`src/rtl/ovld_pkg.sv`:
```
// Shared constants and helpers for the output-valid AXI4-Stream adapter.
package ovld_pkg;

    localparam int   DEFAULT_DATA_WIDTH = 32;
    localparam logic TLAST_PER_BEAT     = 1'b1;

    // One extra MSB lets equal low bits distinguish full from empty.
    function automatic int ptr_width(input int depth);
        return $clog2(depth) + 1;
    endfunction

endpackage

```
`src/rtl/ovld_sync_fifo.sv`:
```
// Single-clock FIFO with wrap-bit pointers; head data is read combinationally
// from registered storage at the registered read pointer.
module ovld_sync_fifo
    import ovld_pkg::*;
#(
    parameter int DATA_WIDTH = DEFAULT_DATA_WIDTH,
    parameter int DEPTH      = 4
) (
    input  logic                    clk,
    input  logic                    aresetn,
    input  logic                    i_push,
    input  logic                    i_pop,
    input  logic [DATA_WIDTH-1:0]   i_wdata,
    output logic                    o_full,
    output logic                    o_empty,
    output logic [$clog2(DEPTH):0]  o_level,
    output logic [DATA_WIDTH-1:0]   o_rdata
);

    localparam int AW    = $clog2(DEPTH);
    localparam int PTR_W = ptr_width(DEPTH);
    localparam logic [PTR_W-1:0] PTR_ONE = {{(PTR_W-1){1'b0}}, 1'b1};

    logic [DATA_WIDTH-1:0] r_mem [DEPTH];
    logic [PTR_W-1:0]      r_wr_ptr;
    logic [PTR_W-1:0]      r_rd_ptr;

    // Storage write; contents are intentionally not reset.
    always_ff @(posedge clk) begin
        if (i_push) begin
            r_mem[r_wr_ptr[AW-1:0]] <= i_wdata;
        end
    end

    // Write and read pointers, natural wrap.
    always_ff @(posedge clk or negedge aresetn) begin
        if (!aresetn) begin
            r_wr_ptr <= {PTR_W{1'b0}};
            r_rd_ptr <= {PTR_W{1'b0}};
        end else begin
            if (i_push) begin
                r_wr_ptr <= r_wr_ptr + PTR_ONE;
            end else begin
                r_wr_ptr <= r_wr_ptr;
            end
            if (i_pop) begin
                r_rd_ptr <= r_rd_ptr + PTR_ONE;
            end else begin
                r_rd_ptr <= r_rd_ptr;
            end
        end
    end

    assign o_empty = (r_wr_ptr == r_rd_ptr);
    assign o_full  = (r_wr_ptr[AW] != r_rd_ptr[AW]) &&
                     (r_wr_ptr[AW-1:0] == r_rd_ptr[AW-1:0]);
    assign o_level = r_wr_ptr - r_rd_ptr;
    assign o_rdata = r_mem[r_rd_ptr[AW-1:0]];

endmodule

```
`src/rtl/ovld_axis_adapter.sv`:
```
// Captures single-cycle result pulses into a FIFO and presents them as
// one-beat AXI4-Stream packets; a sticky flag records dropped results.
module ovld_axis_adapter
    import ovld_pkg::*;
#(
    parameter int DATA_WIDTH = DEFAULT_DATA_WIDTH,
    parameter int DEPTH      = 4
) (
    input  logic                    clk,
    input  logic                    aresetn,
    input  logic [DATA_WIDTH-1:0]   data_in,
    input  logic                    vld_in,
    output logic [DATA_WIDTH-1:0]   m_axis_tdata,
    output logic                    m_axis_tvalid,
    input  logic                    m_axis_tready,
    output logic                    m_axis_tlast,
    output logic [$clog2(DEPTH):0]  level,
    output logic                    overflow,
    input  logic                    ovf_clr
);

    localparam int PTR_W = ptr_width(DEPTH);

    logic             w_full;
    logic             w_empty;
    logic             w_push;
    logic             w_pop;
    logic [PTR_W-1:0] w_level;
    logic             r_overflow;

    // A pop frees a slot in the same cycle, so a push into a full FIFO still lands.
    assign w_pop  = !w_empty && m_axis_tready;
    assign w_push = vld_in && (!w_full || w_pop);

    ovld_sync_fifo #(
        .DATA_WIDTH (DATA_WIDTH),
        .DEPTH      (DEPTH)
    ) u_fifo (
        .clk     (clk),
        .aresetn (aresetn),
        .i_push  (w_push),
        .i_pop   (w_pop),
        .i_wdata (data_in),
        .o_full  (w_full),
        .o_empty (w_empty),
        .o_level (w_level),
        .o_rdata (m_axis_tdata)
    );

    // Sticky drop flag; a drop in the same cycle as a clear takes priority.
    always_ff @(posedge clk or negedge aresetn) begin
        if (!aresetn) begin
            r_overflow <= 1'b0;
        end else if (vld_in && w_full && !w_pop) begin
            r_overflow <= 1'b1;
        end else if (ovf_clr) begin
            r_overflow <= 1'b0;
        end else begin
            r_overflow <= r_overflow;
        end
    end

    assign m_axis_tvalid = !w_empty;
    assign m_axis_tlast  = TLAST_PER_BEAT;
    assign level         = w_level;
    assign overflow      = r_overflow;

endmodule

```
`config.mk`:
```
export PLATFORM = sky130hd
export DESIGN_NAME = ovld_axis_adapter
export DESIGN_NICKNAME = d
export VERILOG_FILES = /design/src/rtl/ovld_pkg.sv /design/src/rtl/ovld_sync_fifo.sv /design/src/rtl/ovld_axis_adapter.sv
export SDC_FILE = /design/constraint.sdc
export NUM_CORES = 1
export LEC_CHECK = 0
export ABC_AREA = 1
export BUFFER_PORTS_ARGS = -buffer_cell sky130_fd_sc_hd__buf_4
export CAP_MARGIN = 15
export CORE_ASPECT_RATIO = 0.5
export CORE_MARGIN = 8
export CORE_UTILIZATION = 61
export DETAILED_ROUTE_END_ITERATION = 10
export PLACE_DENSITY = 0.87
export SLEW_MARGIN = 40
export SYNTH_ARGS = -nofsm -noshare
export SYNTH_HDL_FRONTEND = slang
export SYNTH_SLANG_ARGS = --single-unit
```
`constraint.sdc`:
```
create_clock -name clk -period 9.9 [get_ports clk]
set_input_delay 0.99 -clock clk [delete_from_list [all_inputs] [get_ports clk]]
set_output_delay 0.99 -clock clk [all_outputs]
set_load 0.05 [all_outputs]
```
======== Word level (Yosys, flattened, before mapping) ========
Memories as Yosys holds them, arrays and structs flattened.
Cells that the tools add are included.
storage, ports and cells
  bits in registers ....................... 7
  RAM bits ................................ 128
  input port bits ......................... 37
  output and inout bits ................... 38
  word-level logic and storage cells ...... 24
  memories ................................ 1
memories
  name          words  bits a word  rd ports  clocked after memory_dff  wr ports  RTL line              source
  u_fifo.r_mem  4      32           1         0                         1         ovld_sync_fifo.sv:24  logic [DATA_WIDTH-1:0] r_mem [DEPTH];
operators by class
  add/sub/neg operators ................... 3
  equality and inequality tests ........... 3
  muxes and demuxes ....................... 4
  reductions and logical operators ........ 10
operators by type and width
  operator               number
  $add A3 B1 Y3 const B  2
  $logic_and A1 B1 Y1    5
  $mux W1                4
  $eq A3 B3 Y1           1
  $logic_not A1 Y1       3
  $sub A3 B3 Y3          1
  $eq A2 B2 Y1           1
  $reduce_bool A2 Y1     1
  $logic_or A1 B1 Y1     1
  $ne A1 B1 Y1           1

======== Longest topological paths before layout ========
  depth in word-level cells ............... 7
  mapped depth ............................ 9
  gate-level depth less buffers ........... 8

======== By module ========
Synthesis repeated with hierarchy kept, for this count alone.
second synthesis, totals
  cells, all modules ...................... 567
  area total of the unflattened synthesis .. 5883.1 um^2
by module, submodules not included
  module             times used  cells each  area an instance (um^2)  seq. area each (um^2)
  ovld_sync_fifo     1           553         5798.1                   3993.8
  ovld_axis_adapter  1           14          85.1                     25.0

======== Worst setup path after synthesis ========
No wires, ideal clock.
  path kind ............................... register to register
  start ................................... reg u_fifo.r_rd_ptr[1]
  end ..................................... mem u_fifo.r_mem[0][0] in the netlist's numbering (enable)
  setup time .............................. 0.421 ns
  arrival time ............................ 2.745 ns
  data required time ...................... 9.479 ns
  setup slack ............................. 6.734 ns
  cell stages (with the launch flop) ...... 9
  path buffers ............................ 1
  period minus slack after synthesis ...... 3.166 ns
  path through ............................ dfrtp_1 inv_2 clkbuf_1 ha_1 nand2_1 nor2_1 nand2_1 nand2_2 nor2_1
on the way
  word-level cells in the longest chain between the ends .. 7
  elaborated cells on any way between the ends .. 10
  classes of those cells .................. eq/ne: 2; mux: 2; reduce/logical: 6
ends and longest elaborated chain
  item                                                            RTL line                                          source
  start: declaration                                              ovld_sync_fifo.sv:26                              logic [PTR_W-1:0] r_rd_ptr;
  start signal: assignment                                        ovld_sync_fifo.sv:39                              r_rd_ptr <= {PTR_W{1'b0}};
  start signal: assignment                                        ovld_sync_fifo.sv:47                              r_rd_ptr <= r_rd_ptr + PTR_ONE;
  start signal: assignment                                        ovld_sync_fifo.sv:49                              r_rd_ptr <= r_rd_ptr;
  $eq A3 B3 Y1 / $eq A2 B2 Y1 (equally long branches)             ovld_sync_fifo.sv:54, ovld_sync_fifo.sv:56
  $logic_not A1 Y1 / $logic_and A1 B1 Y1 (equally long branches)  ovld_axis_adapter.sv:32, ovld_sync_fifo.sv:55
  $logic_and A1 B1 Y1 / $logic_not A1 Y1 (equally long branches)  ovld_axis_adapter.sv:32, ovld_axis_adapter.sv:33
  $logic_or A1 B1 Y1 *                                            ovld_axis_adapter.sv:33                           assign w_push = vld_in && (!w_full || w_pop);
  $logic_and A1 B1 Y1 *                                           ovld_axis_adapter.sv:33
  $mux W1 *                                                       ovld_sync_fifo.sv:30                              if (i_push) begin
  $mux W1 (implied by the code) *                                 ovld_sync_fifo.sv:31                              r_mem[r_wr_ptr[AW-1:0]] <= i_wdata;
  end: declaration                                                ovld_sync_fifo.sv:24
Every way passes the cells marked *; elsewhere a longest branch is shown, timed or not.

======== Final worst setup path ========
  start ................................... reg u_fifo.r_rd_ptr[1]
  end ..................................... out m_axis_tvalid
on the way
  word-level cells in the longest chain between the ends .. 2
ends and longest elaborated chain
  item              RTL line                 source
  $eq A3 B3 Y1      ovld_sync_fifo.sv:54     assign o_empty = (r_wr_ptr == r_rd_ptr);
  $logic_not A1 Y1  ovld_axis_adapter.sv:63  assign m_axis_tvalid = !w_empty;
  end: declaration  ovld_axis_adapter.sv:14  output logic m_axis_tvalid,
No other way between the ends.

==> flow_summary.json <==
{
  "async_flop_share_pct": 5.185,
  "synth_seq_area_share_pct": 76.57,
  "post-cts-setup-buffers": 0,
  "setup_viol_count_final": 0,
  "hold_path.class": "input pin to async pin",
  "fmax_mhz": 290.3,
  "die_area_sq_um": 12010,
  "synth_top_area_share_pct": 73.23,
  "cts_max_level": 4,
  "wirelength_mm": 11.43,
  "insertion_delay_ns": 0.42,
  "grt.total_usage_pct": 19.58,
  "grt_pass1_wl_mm": 17.55,
  "place_congestion": 0.7464,
  "initial_utilization_pct": 61.55,
  "drtIter0Drc": 249,
  "crit_required_ns": 8.91,
  "critical_path_arrival_ns": 2.45,
  "finalSetupTns_ns": 0,
  "dr_total_vias": 3371,
  "wl_met1_mm": 4.519,
  "synth_area_leader_cell": "edfxtp_1",
  "root_buffer": "clkbuf_16",
  "tightest_slew_ns": 0.6990,
  "diodes": 0,
  "clk_path_buf_depth": 2,
  "synthTopCellsByArea": "edfxtp_1 73%, nor2_1 4.9%, o21ai_0 3.9%",
  "fin_crit_sh_pct": 34.79,
  "rsz0062_at_grt": "false",
  "cts_tree": "built",
  "numPortBuffers": 73,
  "top_layer": "met4",
  "core_area_sq_um": 8528,
  "die_h_um": 81.59,
  "outcome": "finished clean",
  "clk_pin_slew_ns": 0.06,
  "cts_resized": 0,
  "drc": 0,
  "die_w_um": 147.2,
  "crit_path_start_kind": "flop",
  "grt_max_degree": 69,
  "area_growth_pct": 24.74,
  "syn_area_sq_um": 5249,
  "worst-path-max-fanout": 36,
  "grt_pass1_vias": 3402,
  "endpoint_kind": "output pin",
  "clock_sinks": 135,
  "max-slew-margin-rel_pct": 53.40,
  "grt.overflow.total": 0,
  "wl_met3_um": 930,
  "maxCapViolations": 0,
  "synthFlopType": "edfxtp_1",
  "final_antenna_net_count": 0,
  "synthCells": 375,
  "nets": 498,
  "avgViaCountPerCell": 5.792,
  "slew_violations": 0,
  "drive_above_1_share_pct": 25.38,
  "first_pass_iters": 4,
  "ios": 75,
  "syn_avg_cell_area_sq_um": 14.00,
  "synth_edf_count": 128,
  "hpwl_mm": 6.555,
  "wl_met2_mm": 5.817,
  "finalCriticalPeriod_ns": 3.445,
  "crit_type": "flop to output pin",
  "synthesis.nets": 420,
  "hold_viol_final": 0,
  "cts_buffers": 17,
  "antenna_found_initial": 0,
  "avgRoutedWirePerCell_um": 19.64,
  "yosysWarnings": 0,
  "synth_seq_cells": 135,
  "clock_skew_ns": 0.005988,
  "hold_buffers": 0,
  "placementRows": 24,
  "synth.distinct_cells": 19
}
worst max-delay path: stages (launching register included):
cell and delay (ns):
dfrtp_1 0.36, buf_4 0.26, inv_2 0.51, ha_1 0.34, nand2_1 0.11, inv_1 0.05, nand3_1 0.15, buf_4 0.24
through the flow:
stage / cells / utilization, % / worst slack (ns) / cell area, sq um / hold WS, ns
finish: 582 / 76.78 / 6.455 / 6548 / 0.3780
floorplan: 375 / - / 6.734 / 5249 / 0.4969
detailed placement: 551 / 69.89 / 6.846 / 5961 / 0.5092
global route: 582 / 76.78 / 6.305 / 6548 / 0.3684
CTS: 582 / 76.78 / 6.457 / 6548 / 0.3697
global placement: 545 / 68.49 / 6.479 / 5841 / 0.5020
final cells by class:
| cell class | instances | area, sq um |
|---|---|---|
| sequential | 135 | 4023 |
| multi-input combinational | 205 | 1066 |
| clock inverter | 13 | 157.7 |
| tap | 117 | 146.4 |
| clock buffer | 18 | 429.2 |
| timing repair buffer | 80 | 670.6 |
| fill | 452 | 1981 |
| inverter | 14 | 55.05 |
cells by family (layout without fill, tap and decap cells):
kind of cell	count (synthesis)	in the layout	synth area share, %
compound gates	97	97	10.01
xor+xnor	3	3	0.5007
buf+inv	35	125	3.695
flops	135	135	76.57
simple gates	96	96	7.104
fa+ha+maj	8	8	2.050
other cells	1	1	0.07145
layout by cell type, fill, tap and decap left out:
master,netlist,routed
buf_16,0,2
buf_4,1,74
buf_8,0,4
bufinv_16,0,3
clkbuf_1,8,1
clkbuf_16,0,17
clkinv_2,0,4
clkinv_4,0,2
clkinvlp_4,0,4
conb_1,1,1
dfrtp_1,7,6
dfrtp_4,0,1
edfxtp_1,128,128
fa_1,1,1
ha_1,7,7
inv_1,12,12
inv_2,2,1
inv_4,0,1
nand2_1,18,18
nand2_2,1,1
nand3_1,8,8
nor2_1,69,65
nor2_4,0,4
o21ai_0,41,41
o21ai_1,24,24
o22ai_1,32,32
xor2_1,3,3
Yosys cell counts (2+ instances only):
cell / n
buf_2: 5
inv_1: 12
nand3_1: 8
xor2_1: 3
ha_1: 7
inv_2: 2
o21ai_1: 24
nor2_1: 69
edfxtp_1: 128
o22ai_1: 32
dfrtp_1: 7
o21ai_0: 41
nand2_1: 18
clkbuf_1: 8
buf_6: 7
flip-flops by register name (all words and copies together) (netlist names):
name,count
overflow,1
u_fifo.r_wr_ptr,3
u_fifo.r_rd_ptr,3
u_fifo.r_mem,128
metal layers:
metal / track usage (%) / vias to the layer above
li1: - / 1539
met5: 0 / -
met1: 21.99 / 1658
met3: 7.861 / 13
met4: 8.274 / 0
met2: 33.64 / 161
worst paths after layout:
kind                       slack (ns)               start            endpoint  depth (start not counted)
max                              6.46  u_fifo.r_rd_ptr[1]       m_axis_tvalid                          7
min                              0.38             aresetn  u_fifo.r_rd_ptr[0]                          1
min in group clk                 0.51            overflow            overflow                          2
max reg2reg                      6.78  u_fifo.r_rd_ptr[1]  u_fifo.r_mem[0][3]                          9
min reg2reg                      0.51            overflow            overflow                          2
max in group asynchronous        9.38             aresetn  u_fifo.r_rd_ptr[0]                          1
Power is left out: the tool's default activity adds up to more than one toggle a clock period on the data nets, which glitch-free logic cannot reach.
